==> src/rtl/fifo_stream_pkg.sv <==
// Shared definitions for the FIFO stream reader.
// Covers the output buffer depth, default widths, the occupancy type and the occupancy arithmetic.
package fifo_stream_pkg;

    localparam int SKID_DEPTH = 2;
    localparam int DEF_W      = 6;
    localparam int DEF_CNT_W  = 16;

    typedef logic [1:0] occ_t;

    // Occupancy after one clock of optional write and optional pop.
    function automatic occ_t occ_step(input occ_t occ, input logic wr, input logic pop);
        return occ_t'(occ + occ_t'(wr) - occ_t'(pop));
    endfunction

    // True when a new read may be issued.
    // The check counts the held words, plus the word already in flight, minus the word leaving this cycle.
    // A pop only happens with occ >= 1, so the subtraction cannot underflow.
    function automatic logic has_room(input occ_t occ, input logic pend, input logic pop);
        logic [2:0] after;
        after = {1'b0, occ} + {2'b00, pend} - {2'b00, pop};
        return after < 3'(SKID_DEPTH);
    endfunction

endpackage

==> src/rtl/fifo_skid_buf.sv <==
// Two-entry in-order register buffer that absorbs the FIFO read latency.
// Entry 0 is the head presented downstream. Entry 1 is the skid slot.
module fifo_skid_buf
    import fifo_stream_pkg::*;
#(
    parameter int W = DEF_W
)
(
    input  logic         clk,
    input  logic         arst_n,
    input  logic         wr_i,
    input  logic [W-1:0] wr_data_i,
    input  logic         pop_i,
    output logic [W-1:0] head_o,
    output logic         valid_o,
    output occ_t         occ_o
);

    logic [W-1:0] head_q, head_d;
    logic [W-1:0] tail_q, tail_d;
    occ_t         occ_q,  occ_d;
    occ_t         slot;

    // Next-state logic.
    // On a pop from a full buffer the skid entry moves to the head.
    // Any incoming word then lands in the first free slot that remains after the pop.
    always_comb begin
        head_d = head_q;
        tail_d = tail_q;
        occ_d  = occ_step(occ_q, wr_i, pop_i);
        slot   = occ_t'(occ_q - occ_t'(pop_i));
        if (pop_i && occ_q == occ_t'(SKID_DEPTH)) begin
            head_d = tail_q;
        end
        if (wr_i) begin
            if (slot == 2'd0) begin
                head_d = wr_data_i;
            end else begin
                tail_d = wr_data_i;
            end
        end
    end

    // Buffer registers. Everything, including the data entries, clears on reset.
    always_ff @(posedge clk or negedge arst_n) begin
        if (!arst_n) begin
            head_q <= '0;
            tail_q <= '0;
            occ_q  <= '0;
        end else begin
            head_q <= head_d;
            tail_q <= tail_d;
            occ_q  <= occ_d;
        end
    end

    assign head_o  = head_q;
    assign valid_o = (occ_q != 2'd0);
    assign occ_o   = occ_q;

    // A word landing on a full buffer without a pop would be lost.
    a_no_overflow : assert property (@(posedge clk) disable iff (!arst_n)
        !(wr_i && occ_q == occ_t'(SKID_DEPTH) && !pop_i));

    // Popping an empty buffer would duplicate a stale word.
    a_no_underflow : assert property (@(posedge clk) disable iff (!arst_n)
        !(pop_i && occ_q == 2'd0));

endmodule

==> src/rtl/fifo_stream_reader.sv <==
// Drains a synchronous FIFO (one-cycle read latency) into a valid/ready stream.
// Runs at one word per clock and counts the words the sink accepts.
module fifo_stream_reader
    import fifo_stream_pkg::*;
#(
    parameter int W     = DEF_W,
    parameter int CNT_W = DEF_CNT_W
)
(
    input  logic             clk,
    input  logic             arst_n,
    input  logic             en,
    input  logic             fifo_empty,
    input  logic [W-1:0]     fifo_data,
    output logic             fifo_rd_en,
    output logic [W-1:0]     m_data,
    output logic             m_valid,
    input  logic             m_ready,
    output logic [CNT_W-1:0] beat_cnt,
    output logic             busy
);

    logic             pend_q,  pend_d;
    logic [CNT_W-1:0] cnt_q,   cnt_d;
    logic             pop;
    logic             buf_valid;
    logic [W-1:0]     buf_head;
    occ_t             occ;

    assign pop = buf_valid && m_ready;

    // A read is issued only when the returning word is guaranteed a slot.
    // The read strobe is held low during reset so that the FIFO is never strobed.
    assign fifo_rd_en = arst_n && en && !fifo_empty && has_room(occ, pend_q, pop);

    // Control next-state: the strobe becomes the capture flag, and each pop advances the counter.
    always_comb begin
        pend_d = fifo_rd_en;
        cnt_d  = cnt_q + {{(CNT_W-1){1'b0}}, pop};
    end

    // Control registers. A pending read is dropped on reset.
    always_ff @(posedge clk or negedge arst_n) begin
        if (!arst_n) begin
            pend_q <= 1'b0;
            cnt_q  <= '0;
        end else begin
            pend_q <= pend_d;
            cnt_q  <= cnt_d;
        end
    end

    fifo_skid_buf #(
        .W (W)
    ) u_skid (
        .clk       (clk),
        .arst_n    (arst_n),
        .wr_i      (pend_q),
        .wr_data_i (fifo_data),
        .pop_i     (pop),
        .head_o    (buf_head),
        .valid_o   (buf_valid),
        .occ_o     (occ)
    );

    assign m_data   = buf_head;
    assign m_valid  = buf_valid;
    assign beat_cnt = cnt_q;
    assign busy     = (occ != 2'd0) || pend_q;

endmodule

==> config.mk <==
export PLATFORM = sky130hd
export DESIGN_NAME = fifo_stream_reader
export DESIGN_NICKNAME = d
export VERILOG_FILES = /design/src/rtl/fifo_stream_pkg.sv /design/src/rtl/fifo_skid_buf.sv /design/src/rtl/fifo_stream_reader.sv
export SDC_FILE = /design/constraint.sdc
export NUM_CORES = 1
export LEC_CHECK = 0
export CORE_ASPECT_RATIO = 0.5
export CORE_MARGIN = 2
export CORE_UTILIZATION = 52
export DETAILED_ROUTE_END_ITERATION = 8
export GPL_TIMING_DRIVEN = 0
export PLACE_DENSITY = 0.84
export REMOVE_ABC_BUFFERS = 1
export SYNTH_ARGS = -nofsm -noshare
export SYNTH_HDL_FRONTEND = slang
export SYNTH_HIERARCHICAL = 1
export SYNTH_SLANG_ARGS = --single-unit
==> constraint.sdc <==
create_clock -name clk -period 7.2 [get_ports clk]
set_input_delay 1.44 -clock clk [delete_from_list [all_inputs] [get_ports clk]]
set_output_delay 1.44 -clock clk [all_outputs]
set_load 0.01 [all_outputs]
# --- Word-level counts from Yosys, hierarchy flattened ---
# Cells that the tools add are included.
word_totals:
  ff_bits: 31
  latchBits: 0
  ram_bits: 0
  mem_bits_ro: 0
  output_inout_bits: 25
  elab_cells: 27
  memories: 0
op_classes:
  addsub: 6
  mul: 0
  div_mod_pow: 0
  order_cmp: 1
  eq_ne: 1
  n_shift: 0
  muxes: 3
  bitwise: 1
  n_reduce_logical: 10
ops:
  columns: ["op", "n"]
  rows:
  - ["6-bit two-way mux", 3]
  - ["16-bit by 1-bit adder with 16-bit output", 1]
  - ["1-bit logical AND", 5]
  - ["2-bit by 1-bit subtractor with 2-bit output", 2]
  - ["2-bit by 1-bit adder with 3-bit output", 1]
  - ["3-bit by 2-bit < comparator with 1-bit output (second input constant)", 1]
  - ["3-bit by 1-bit subtractor with 3-bit output", 1]
  - ["2-bit by 1-bit adder with 2-bit output", 1]
  - ["2-bit equality test (second input constant)", 1]
  - ["2-bit zero test", 1]
  - ["2-bit AND reduction", 1]
  - ["2-bit nonzero test", 1]
  - ["1-bit zero test", 1]
  - ["1-bit logical OR", 1]
  - ["1-bit inverter", 1]

# --- Logic depth before layout (Yosys ltp) ---
# Gate-level depths: netlist (run 1).
logic_depth:
  word_depth: 6
  depth_mapped: 7
  mapped_depth_nobuf: 7

# --- Hierarchy ---
# Netlist (run 1), hierarchy kept.
modules_own_cells:
  columns: ["mod", "n_inst", "cells_each", "area_each_um2"]
  rows:
  - ["fifo_stream_reader", 1, 67, 825.8]
  - ["fifo_skid_buf", 1, 49, 621.8]

# --- Worst setup path after synthesis (run 1) ---
# OpenSTA, ideal clock, no wires.
synth_path:
  path_type: "in2out"
  startpoint: "input port m_ready"
  endpoint: "output port fifo_rd_en"
  arrival_time_ns: 2.796
  t_required_ns: 5.760
  setup_slack_ns: 2.964
  cell_stages: 6
  path_buffers: 0
  cell_sequence: "and2_1 > ha_1 > nand2b_1 > fa_1 > nand4b_1 > nor2_1"
synth_via:
  elab_chain_len: 4
synth_rtl:
  columns: ["element", "line_no", "source"]
  rows:
  - ["from (decl)", "fifo_stream_reader.sv:18", "input logic m_ready,"]
  - ["1-bit logical AND", "fifo_stream_reader.sv:30", "assign pop = buf_valid && m_ready;"]
  - ["3-bit by 1-bit subtractor with 3-bit output", "fifo_stream_pkg.sv:21", "after = {1'b0, occ} + {2'b00, pend} - {2'b00, pop};"]
  - ["3-bit by 2-bit < comparator with 1-bit output", "fifo_stream_pkg.sv:22", "return after < 3'(SKID_DEPTH);"]
  - ["1-bit logical AND", "fifo_stream_reader.sv:34", "assign fifo_rd_en = arst_n && en && !fifo_empty && has_room(occ, pend_q, pop);"]
  - ["to (decl)", "fifo_stream_reader.sv:15", "output logic fifo_rd_en,"]
# Every way passes these cells.

# --- Final worst setup path (run 1) ---
layout_path:
  startpoint: "input port m_ready"
  endpoint: "output port fifo_rd_en"
layout_via:
  elab_chain_len: 4
layout_rtl:
  columns: ["element", "line_no", "source"]
  rows:
  - ["1-bit logical AND", "fifo_stream_reader.sv:30", null]
  - ["via pop", "fifo_stream_reader.sv:25", "logic pop;"]
  - ["3-bit by 1-bit subtractor with 3-bit output", "fifo_stream_pkg.sv:21", null]
  - ["3-bit by 2-bit < comparator with 1-bit output", "fifo_stream_pkg.sv:22", null]
  - ["1-bit logical AND", "fifo_stream_reader.sv:34", null]
# The timed path passes the listed nets, and every way through them passes these cells.

==> results of run 1 <==
==> registers in the layout (all words and copies together), names as in the netlist <==
| name | count |
|---|---|
| u_skid/head_o | 6 |
| u_skid/occ_o | 2 |
| beat_cnt | 16 |
| pend_q | 1 |
| u_skid/tail_q | 6 |
==> Yosys cell counts <==
library cell,instances
inv_1,5
and4_1,1
nand3_2,1
nor2_1,8
mux2_2,6
nand2_1,4
nand4b_1,1
nand4_1,4
xnor2_1,8
nand3b_1,1
or2_2,1
nor3_1,4
nand4_4,1
mux2i_1,6
nand3_1,3
a21oi_1,6
or3_1,1
nand2b_1,1
o21ai_2,1
dfrtp_1,31
fa_1,1
ha_1,5
nor4_2,4
and2_1,1
buf_4,1
xor2_1,9
nand3b_2,1
==> metrics by stage <==
step	cell area [um^2]	worst slack, ns	power [W]	cells	hold WS (ns)
floorplan	1440	2.96	0.000408	115	0.479
global placement	1840	1.93	0.000509	187	0.457
detailed placement	1840	1.87	0.000521	187	0.466
CTS	1920	1.87	0.000656	195	0.477
global route	1920	1.82	0.000689	195	0.505
finish	1920	1.93	0.000647	195	0.471
==> per-layer routing <==
metal / GRT usage (%) / wire (um) / up-vias / share of wire, %
li1: - / - / 488 / -
met1: 20.4 / 1170 / 505 / 45
met2: 32.7 / 1310 / 18 / 50
met3: 6.68 / 112 / 4 / 4.3
met4: 8.77 / 23 / 0 / 0.88
met5: 0 / 0 / - / 0
==> report_power, final <==
| part | internal, W | switching, W |
|---|---|---|
| registers | 0.000229 | 0.0000527 |
| logic | 0.000136 | 0.0000967 |
| clock network | 0.0000660 | 0.0000661 |
| total | 0.000431 | 0.000215 |
==> cell type report <==
cell class | instances | area, um^2
tap | 37 | 46.3
fill | 195 | 703
sequential | 31 | 776
inverter | 5 | 18.8
timing repair buffer | 35 | 345
clock buffer | 5 | 68.8
clock inverter | 3 | 15.0
multi-input combinational | 79 | 646
==> kinds of logic after synthesis <==
logic type	synth area share (%)
xor+xnor	10.3
flops	53.6
buf+inv	1.82
mux	8.82
simple gates	17.1
compound gates	2.68
fa+ha+maj	5.70
==> how the worst min path moves through the flow <==
stage / startpoint / end / cells past startpoint
final: beat_cnt[15] / beat_cnt[15] / 1
after CTS: beat_cnt[15] / beat_cnt[15] / 1
after global placement: beat_cnt[15] / beat_cnt[15] / 1
after global routing: beat_cnt[15] / beat_cnt[15] / 1
after floorplan: u_skid/tail_q[0] / u_skid/tail_q[0] / 1
after detailed placement: beat_cnt[15] / beat_cnt[15] / 1
==> flow_summary_export.csv, run 1 <==
group,metric,value,unit
yosys,yosysUniqueCellTypes,27,
detailed_routing,wirelength,2.61,mm
clock_network,cts.reportedPaths.clkPinSlew,0.07,ns
detailed_routing,via_per_inst,5.21,
clock_network,cts_resized,0,
setup_path,crit_type,"in2out",
setup_path,critPathLaunchType,"input port",
sta,drv_slew,0,
global_route,grt_pass1_vias,954,
clock_network,htreeDepth,2,
detailed_routing,drtIter0Drc,21,
setup_path,crit_end,"fifo_rd_en",
setup_path,slowest_delay,0.55,ns
global_route,gr-total-overflow,0,
yosys,yosys.area.top_type_share,53.6,%
detailed_routing,drt_pass1_iterations,4,
clock_network,cts_root_buf,"clkbuf_8",
yosys,avgSynthCellArea,12.5,um^2
setup_path,crit_fanout,4,
yosys,yosysTopAreaCell,"dfrtp_1",
sta,setup_viol,0,
final_layout,nNetsFinal,174,
power_and_ir_drop,ir_drop,0.000200,V
place,port_buffers,35,
detailed_routing,ant_nets,0,
floorplanning,dieArea,3250,um^2
setup_path,r2r_slack,4.85,ns
clock_network,cts_tree,"yes",
setup_path,rr_startpoint,"u_skid/occ_o[1]",
floorplanning,die_w,78.6,um
yosys,synth_area_leaders,"dfrtp_1, xor2_1, xnor2_1",
worst_hold_path,hp-class,"reg2reg",
yosys,ys_seq_elements,31,
place,place_congestion,0.712,
setup_path,crit_chain,"clkdlybuf4s50_1, and2_1, ha_1, nand2b_1, fa_1, nand4b_1, nor2_1, clkdlybuf4s50_1",
clock_network,clk_latency,0.28,ns
sta,worstMarginPinSlew,0.697,ns
clock_network,clockBufferDepth,2,
clock_network,cts_setup_buffers,0,
final_layout,layout_common_cells,"clkdlybuf4s50_1, dfrtp_1, xor2_1",
floorplanning,io_pins,36,
detailed_routing,route.vias.total,1015,
setup_path,path_depth,8,
final_layout,final_common_cell,"clkdlybuf4s50_1",
place,dpl.hpwl,1.84,mm
detailed_routing,avgRoutedWirePerCell,13.4,um
yosys,yosysWarningCount,6,
final_layout,drive_above_1_share,15.2,%
setup_path,path_delay_family,"buffers and inverters",
job,cap_violations,0,
detailed_routing,post-route-drc-count,0,
power_and_ir_drop,p_leak,0.898,nW
floorplanning,coreArea,2620,um^2
floorplanning,die_h,41.3,um
setup_path,reg2reg_depth,7,
yosys,ys_seq_area_share,53.6,%
power_and_ir_drop,power_density,338,nW/um^2
yosys,syn-cell-area,1450,um^2
run_status,outcome,"completed",
setup_path,cp_num_buf_inv,2,
global_route,antenna_found_initial,0,
final_layout,post-route-util,73.1,%
clock_network,cts_buffers,5,
final_layout,antenna_cells,0,
sta,finalCritPeriodShare,73.2,%
global_route,grt_pass1_wl,4.17,mm
clock_network,cts.sinks,31,
floorplanning,std_cell_rows,13,
floorplanning,start_util,55.3,%
setup_path,cp.required,5.76,ns
global_route,grtUsageTotal,18.1,%
setup_path,cp.arrival,3.83,ns
setup_path,crit_start,"m_ready",
final_layout,area_growth,32.3,%
yosys,netlist_instances,116,
sta,relSlewSlack,53.5,%
sta,skew,0.00394,ns
global_route,grt_max_degree,33,
sta,hold_violations,0,
sta,setup_tns,0,ns
setup_path,cp-end-kind,"output port",
setup_path,critPathSlowestCell,"clkdlybuf4s50_1",
sta,min_period,5.27,ns
setup_path,r2r_end,"pend_q",
setup_path,crit_path_frequent_cell,"clkdlybuf4s50_1",
clock_network,cts_hold_buf,0,
sta,rsz0062_at_grt,"no",
sta,fmax,190,MHz
No activity file was read; power rests on OpenSTA's default activity.
==> run 2: changes to the inputs <==
Settings changed: CORE_UTILIZATION 52 to 43, PLACE_DENSITY 0.84 to 0.74.
Clock period 7.2 ns to 4.65 ns, I/O delays scaled along.
==> run 2 against run 1 <==
Net effect: combinational power up 55%; critical endpoint unchanged; clock skew about the same; setup slack worse by 1.5 ns; register-to-register slack worse by 2.6 ns; first-iteration DRC count down 29%; sequential power up 56%; via count down 2.6%; power up 56%; critical path type unchanged; worst hold slack better by 0.012 ns; largest power group unchanged; core utilization down 11 points.
==> flow_summary_export.csv, run 2 (synthesis gave the netlist of run 1 again) <==
group,metric,value,unit
floorplanning,start_util,46.7,%
sta,skew,0.00432,ns
job,cap_violations,0,
power_and_ir_drop,p_leak,0.897,nW
final_layout,multi_input_area,646,um^2
floorplanning,die_h,45.0,um
final_layout,largest_reg_flops,16,
setup_path,cp-end-kind,"output port",
sta,relSlewSlack,53.3,%
worst_hold_path,hp-class,"reg2reg",
place,port_buffers,35,
setup_path,crit_type,"in2out",
sta,rsz0062_at_grt,"no",
final_layout,layout_common_cells,"clkdlybuf4s50_1, dfrtp_1, xor2_1",
final_layout,area_growth,32.8,%
global_route,grt_pass1_wl,4.45,mm
setup_path,slowest_delay,0.56,ns
sta,fmax,235,MHz
sta,finalCritPeriodShare,91.5,%
final_layout,seq_area,776,um^2
sta,setup_ws,0.395,ns
clock_network,cts_resized,0,
run_status,outcome,"completed",
clock_network,cts_setup_buffers,0,
clock_network,cts.reportedPaths.clkPinSlew,0.06,ns
clock_network,cts.sinks,31,
sta,worstMarginPinSlew,0.700,ns
detailed_routing,met2WireLength,1.26,mm
clock_network,cts_buffers,5,
setup_path,crit_path_frequent_cell,"clkdlybuf4s50_1",
power_and_ir_drop,power_density,526,nW/um^2
clock_network,cts_hold_buf,0,
place,place_congestion,0.707,
setup_path,critPathSlowestCell,"clkdlybuf4s50_1",
global_route,gr-total-overflow,0,
setup_path,cp.arrival,3.33,ns
setup_path,crit_chain,"clkdlybuf4s50_1, and2_1, ha_1, nand2b_1, fa_1, nand4b_1, nor2_1, clkdlybuf4s50_1",
detailed_routing,ant_nets,0,
global_route,grt_max_degree,33,
setup_path,crit_fanout,4,
detailed_routing,avgRoutedWirePerCell,13.5,um
place,pre_cts_slack,0.386,ns
sta,setup_viol,0,
detailed_routing,wl_met1,1.26,mm
clock_network,clk_latency,0.28,ns
setup_path,cp.required,3.72,ns
sta,drv_slew,0,
detailed_routing,wirelength,2.66,mm
clock_network,clockBufferDepth,2,
detailed_routing,via_per_inst,5.02,
place,placed_area,1840,um^2
sta,hold_ws,0.483,ns
clock_network,htreeDepth,2,
final_layout,drive_above_1_share,14.6,%
floorplanning,die_w,86.1,um
floorplanning,coreArea,3100,um^2
detailed_routing,drtIter0Drc,15,
floorplanning,std_cell_rows,14,
detailed_routing,wl_met3,91,um
detailed_routing,drt_pass1_iterations,4,
global_route,grt_pass1_vias,1011,
place,dpl.hpwl,1.88,mm
final_layout,final_cell_area,1920,um^2
detailed_routing,top_layer,"met4",
sta,hold_violations,0,
floorplanning,dieArea,3880,um^2
final_layout,fillers,249,
floorplanning,io_pins,36,
final_layout,nNetsFinal,174,
sta,min_period,4.26,ns
sta,setup_tns,0,ns
final_layout,antenna_cells,0,
power_and_ir_drop,total_power,0.00101,W
clock_network,cts_tree,"yes",
clock_network,cts_root_buf,"clkbuf_8",
global_route,grtUsageTotal,15.4,%
final_layout,final_common_cell,"clkdlybuf4s50_1",
power_and_ir_drop,ir_drop,0.000287,V
detailed_routing,post-route-drc-count,0,
setup_path,critPathLaunchType,"input port",
detailed_routing,route.vias.total,989,
global_route,antenna_found_initial,0,
## run 2: per-layer routing
layer	global-route usage, %	up-vias
li1	-	483
met4	8.57	0
met2	24.3	21
met5	0	-
met1	19.2	480
met3	5.12	5
## run 2: stage by stage
| stage | std cells | util (%) |
|---|---|---|
| after CTS | 197 | 62.0 |
| after global routing | 197 | 62.0 |
| after global placement | 190 | 59.4 |
| after detailed placement | 190 | 59.2 |
| after floorplan | 115 | - |
| final | 197 | 62.0 |
## run 2: power breakdown
group	switching, W	internal, W	total (W)	leakage, nW
sequential	0.0000853	0.000354	0.000440	0.391
clock	0.0000953	0.000116	0.000211	0.0470
combinational	0.000149	0.000211	0.000360	0.459
## run 2: final cells by class
cell class / instances / share of cell area [%]
clock buffers: 6 / 4.29
clock inverters: 1 / 0.260
inverters: 5 / 0.976
multi-input cells: 79 / 33.6
flip-flops and latches: 31 / 40.3
well taps: 40 / 2.60
repair buffers: 35 / 18.0
## run 2: path summary, 6_finish.rpt
check | start | end | slack (ns) | cells after the start
setup / recovery | m_ready | fifo_rd_en | 0.39 | 8
hold / removal | beat_cnt[15] | beat_cnt[15] | 0.48 | 1
setup reg to reg | u_skid/occ_o[1] | pend_q | 2.29 | 7
hold reg to reg | beat_cnt[15] | beat_cnt[15] | 0.48 | 1
max in group asynchronous | arst_n | u_skid/head_o[0] | 3.50 | 1
min in group asynchronous | arst_n | beat_cnt[8] | 0.70 | 1
## run 2: worst max-delay path, delay by kind of cell
| kind | cells | cell delay [ns] |
|---|---|---|
| fa+ha+maj | 2 | 0.74 |
| buf+inv | 2 | 1.01 |
| simple gates | 4 | 0.64 |
==> run 3: changes to the inputs <==
Settings changed: PLACE_DENSITY 0.74 to not set, PLACE_DENSITY_LB_ADDON set to 0.25, SETUP_SLACK_MARGIN set to 0.5.
==> run 3 against run 2 <==
Net effect: clock power fell by 4%; design area fell by 0.32%; core utilization fell by 0.20 points; die area is the same; maximum frequency up 8.7%; flip-flop and latch count unchanged; combinational power barely moved; first-iteration DRC count down 27%; critical endpoint unchanged.
==> flow_summary_export.csv, run 3 (synthesis gave the netlist of run 1 again) <==
group,metric,value,unit
floorplanning,die_w,86.1,um
floorplanning,io_pins,36,
final_layout,layout_common_cells,"clkdlybuf4s50_1, dfrtp_1, xor2_1",
sta,drv_slew,0,
final_layout,antenna_cells,0,
sta,finalCritPeriodShare,84.2,%
detailed_routing,drtIter0Drc,11,
clock_network,cts_root_buf,"clkbuf_8",
sta,relSlewSlack,52.5,%
setup_path,critPathLaunchType,"input port",
global_route,grt_use_met2,26.4,%
floorplanning,std_cell_rows,14,
clock_network,clockBufferDepth,2,
clock_network,cts_setup_buffers,0,
detailed_routing,wirelength,2.68,mm
run_status,outcome,"completed",
place,port_buffers,35,
setup_path,crit_type,"in2out",
clock_network,cts_tree,"yes",
clock_network,cts_resized,2,
clock_network,cts_hold_buf,0,
setup_path,cp_num_buf_inv,2,
global_route,grt_pass1_wl,4.42,mm
setup_path,crit_start,"m_ready",
detailed_routing,avgRoutedWirePerCell,13.5,um
sta,setup_viol,0,
place,place_congestion,0.739,
final_layout,fin_cells,198,
floorplanning,coreArea,3100,um^2
floorplanning,start_util,46.7,%
clock_network,clk_latency,0.28,ns
place,placed_area,1840,um^2
sta,min_period,3.91,ns
detailed_routing,route.vias.total,999,
sta,worstMarginPinSlew,0.712,ns
global_route,antenna_found_initial,0,
place,dpl.hpwl,1.90,mm
setup_path,cp.arrival,2.98,ns
setup_path,cp.required,3.72,ns
power_and_ir_drop,ir_drop,0.000265,V
final_layout,final_cell_area,1920,um^2
job,cap_violations,0,
global_route,grt_max_degree,33,
setup_path,path_delay_family,"adder cells",
power_and_ir_drop,power_density,523,nW/um^2
sta,rsz0062_at_grt,"no",
power_and_ir_drop,p_leak,0.898,nW
setup_path,crit_chain,"clkdlybuf4s50_1, and2_2, ha_1, nand2b_1, fa_1, nand4b_1, nor2_1, dlygate4sd2_1",
global_route,met1_usage,18.1,%
setup_path,slowest_delay,0.49,ns
clock_network,htreeDepth,2,
sta,setup_tns,0,ns
final_layout,drive_above_1_share,14.6,%
sta,fmax,256,MHz
sta,skew,0.00735,ns
setup_path,rr_startpoint,"u_skid/occ_o[1]",
global_route,grt_pass1_vias,1013,
clock_network,cts_buffers,5,
final_layout,final_common_cell,"clkdlybuf4s50_1",
detailed_routing,drt_pass1_iterations,4,
global_route,use_met3,5.48,%
final_layout,area_growth,32.4,%
final_layout,nNetsFinal,174,
floorplanning,die_h,45.0,um
detailed_routing,post-route-drc-count,0,
place,dp_cells,190,
worst_hold_path,hp-class,"reg2reg",
global_route,gr-total-overflow,0,
worst_hold_path,worstHoldStart,"beat_cnt[15]",
setup_path,crit_fanout,4,
sta,hold_violations,0,
clock_network,cts.sinks,31,
setup_path,critPathSlowestCell,"fa_1",
clock_network,cts.reportedPaths.clkPinSlew,0.06,ns
setup_path,cp-end-kind,"output port",
detailed_routing,ant_nets,0,
global_route,grtUsageTotal,15.6,%
detailed_routing,via_per_inst,5.05,
global_route,grt_busiest_layer,"met2",
final_layout,largest_reg_flops,16,
floorplanning,dieArea,3880,um^2
-- run 3: changes by cell type in the layout (fill, tap and decap cells not counted) --
cell             delta
and2_1              -1
dlygate4sd2_1       +1
and2_2              +1
clkdlybuf4s50_1     -1
clkbuf_1            +2
clkbuf_8            -1
-- run 3: area by class of cell --
cell class                      instances  area [um^2]
Multi-Input combinational cell         79          647
Clock buffer                            7         76.3
Tap cell                               40         50.0
Sequential cell                        31          776
Inverter                                5         18.8
Timing Repair Buffer                   35          344
Fill cell                             248         1180
Clock inverter                          1         5.00
-- run 3: power by group --
| part | switching (W) | internal (W) | total, W |
|---|---|---|---|
| registers | 0.0000836 | 0.000354 | 0.000438 |
| clock network | 0.0000978 | 0.000105 | 0.000203 |
| logic | 0.000150 | 0.000212 | 0.000362 |
| total | 0.000332 | 0.000671 | 0.00100 |
-- run 3: routing by layer --
layer / up-vias / routed length, um
li1: 486 / -
met1: 492 / 1230
met2: 18 / 1330
met3: 3 / 93
met4: 0 / 23
met5: - / 0
-- run 3: worst paths after layout --
path	end	slack, ns	cells past startpoint
max	fifo_rd_en	0.74	8
min	beat_cnt[15]	0.47	1
max reg2reg	pend_q	2.32	7
min reg2reg	beat_cnt[15]	0.47	1
max in group asynchronous	beat_cnt[1]	3.49	1
min in group asynchronous	beat_cnt[13]	0.70	1
-- run 3: metrics by stage --
| step | setup WS, ns | util, % | power, W | hold slack (ns) |
|---|---|---|---|---|
| global placement | 0.389 | 59.4 | 0.000793 | 0.462 |
| floorplan | 1.43 | - | 0.000632 | 0.479 |
| finish | 0.737 | 61.8 | 0.00100 | 0.467 |
| global route | 0.632 | 61.8 | 0.00108 | 0.492 |
| detailed placement | 0.400 | 59.2 | 0.000809 | 0.466 |
| CTS | 0.707 | 61.8 | 0.00102 | 0.475 |
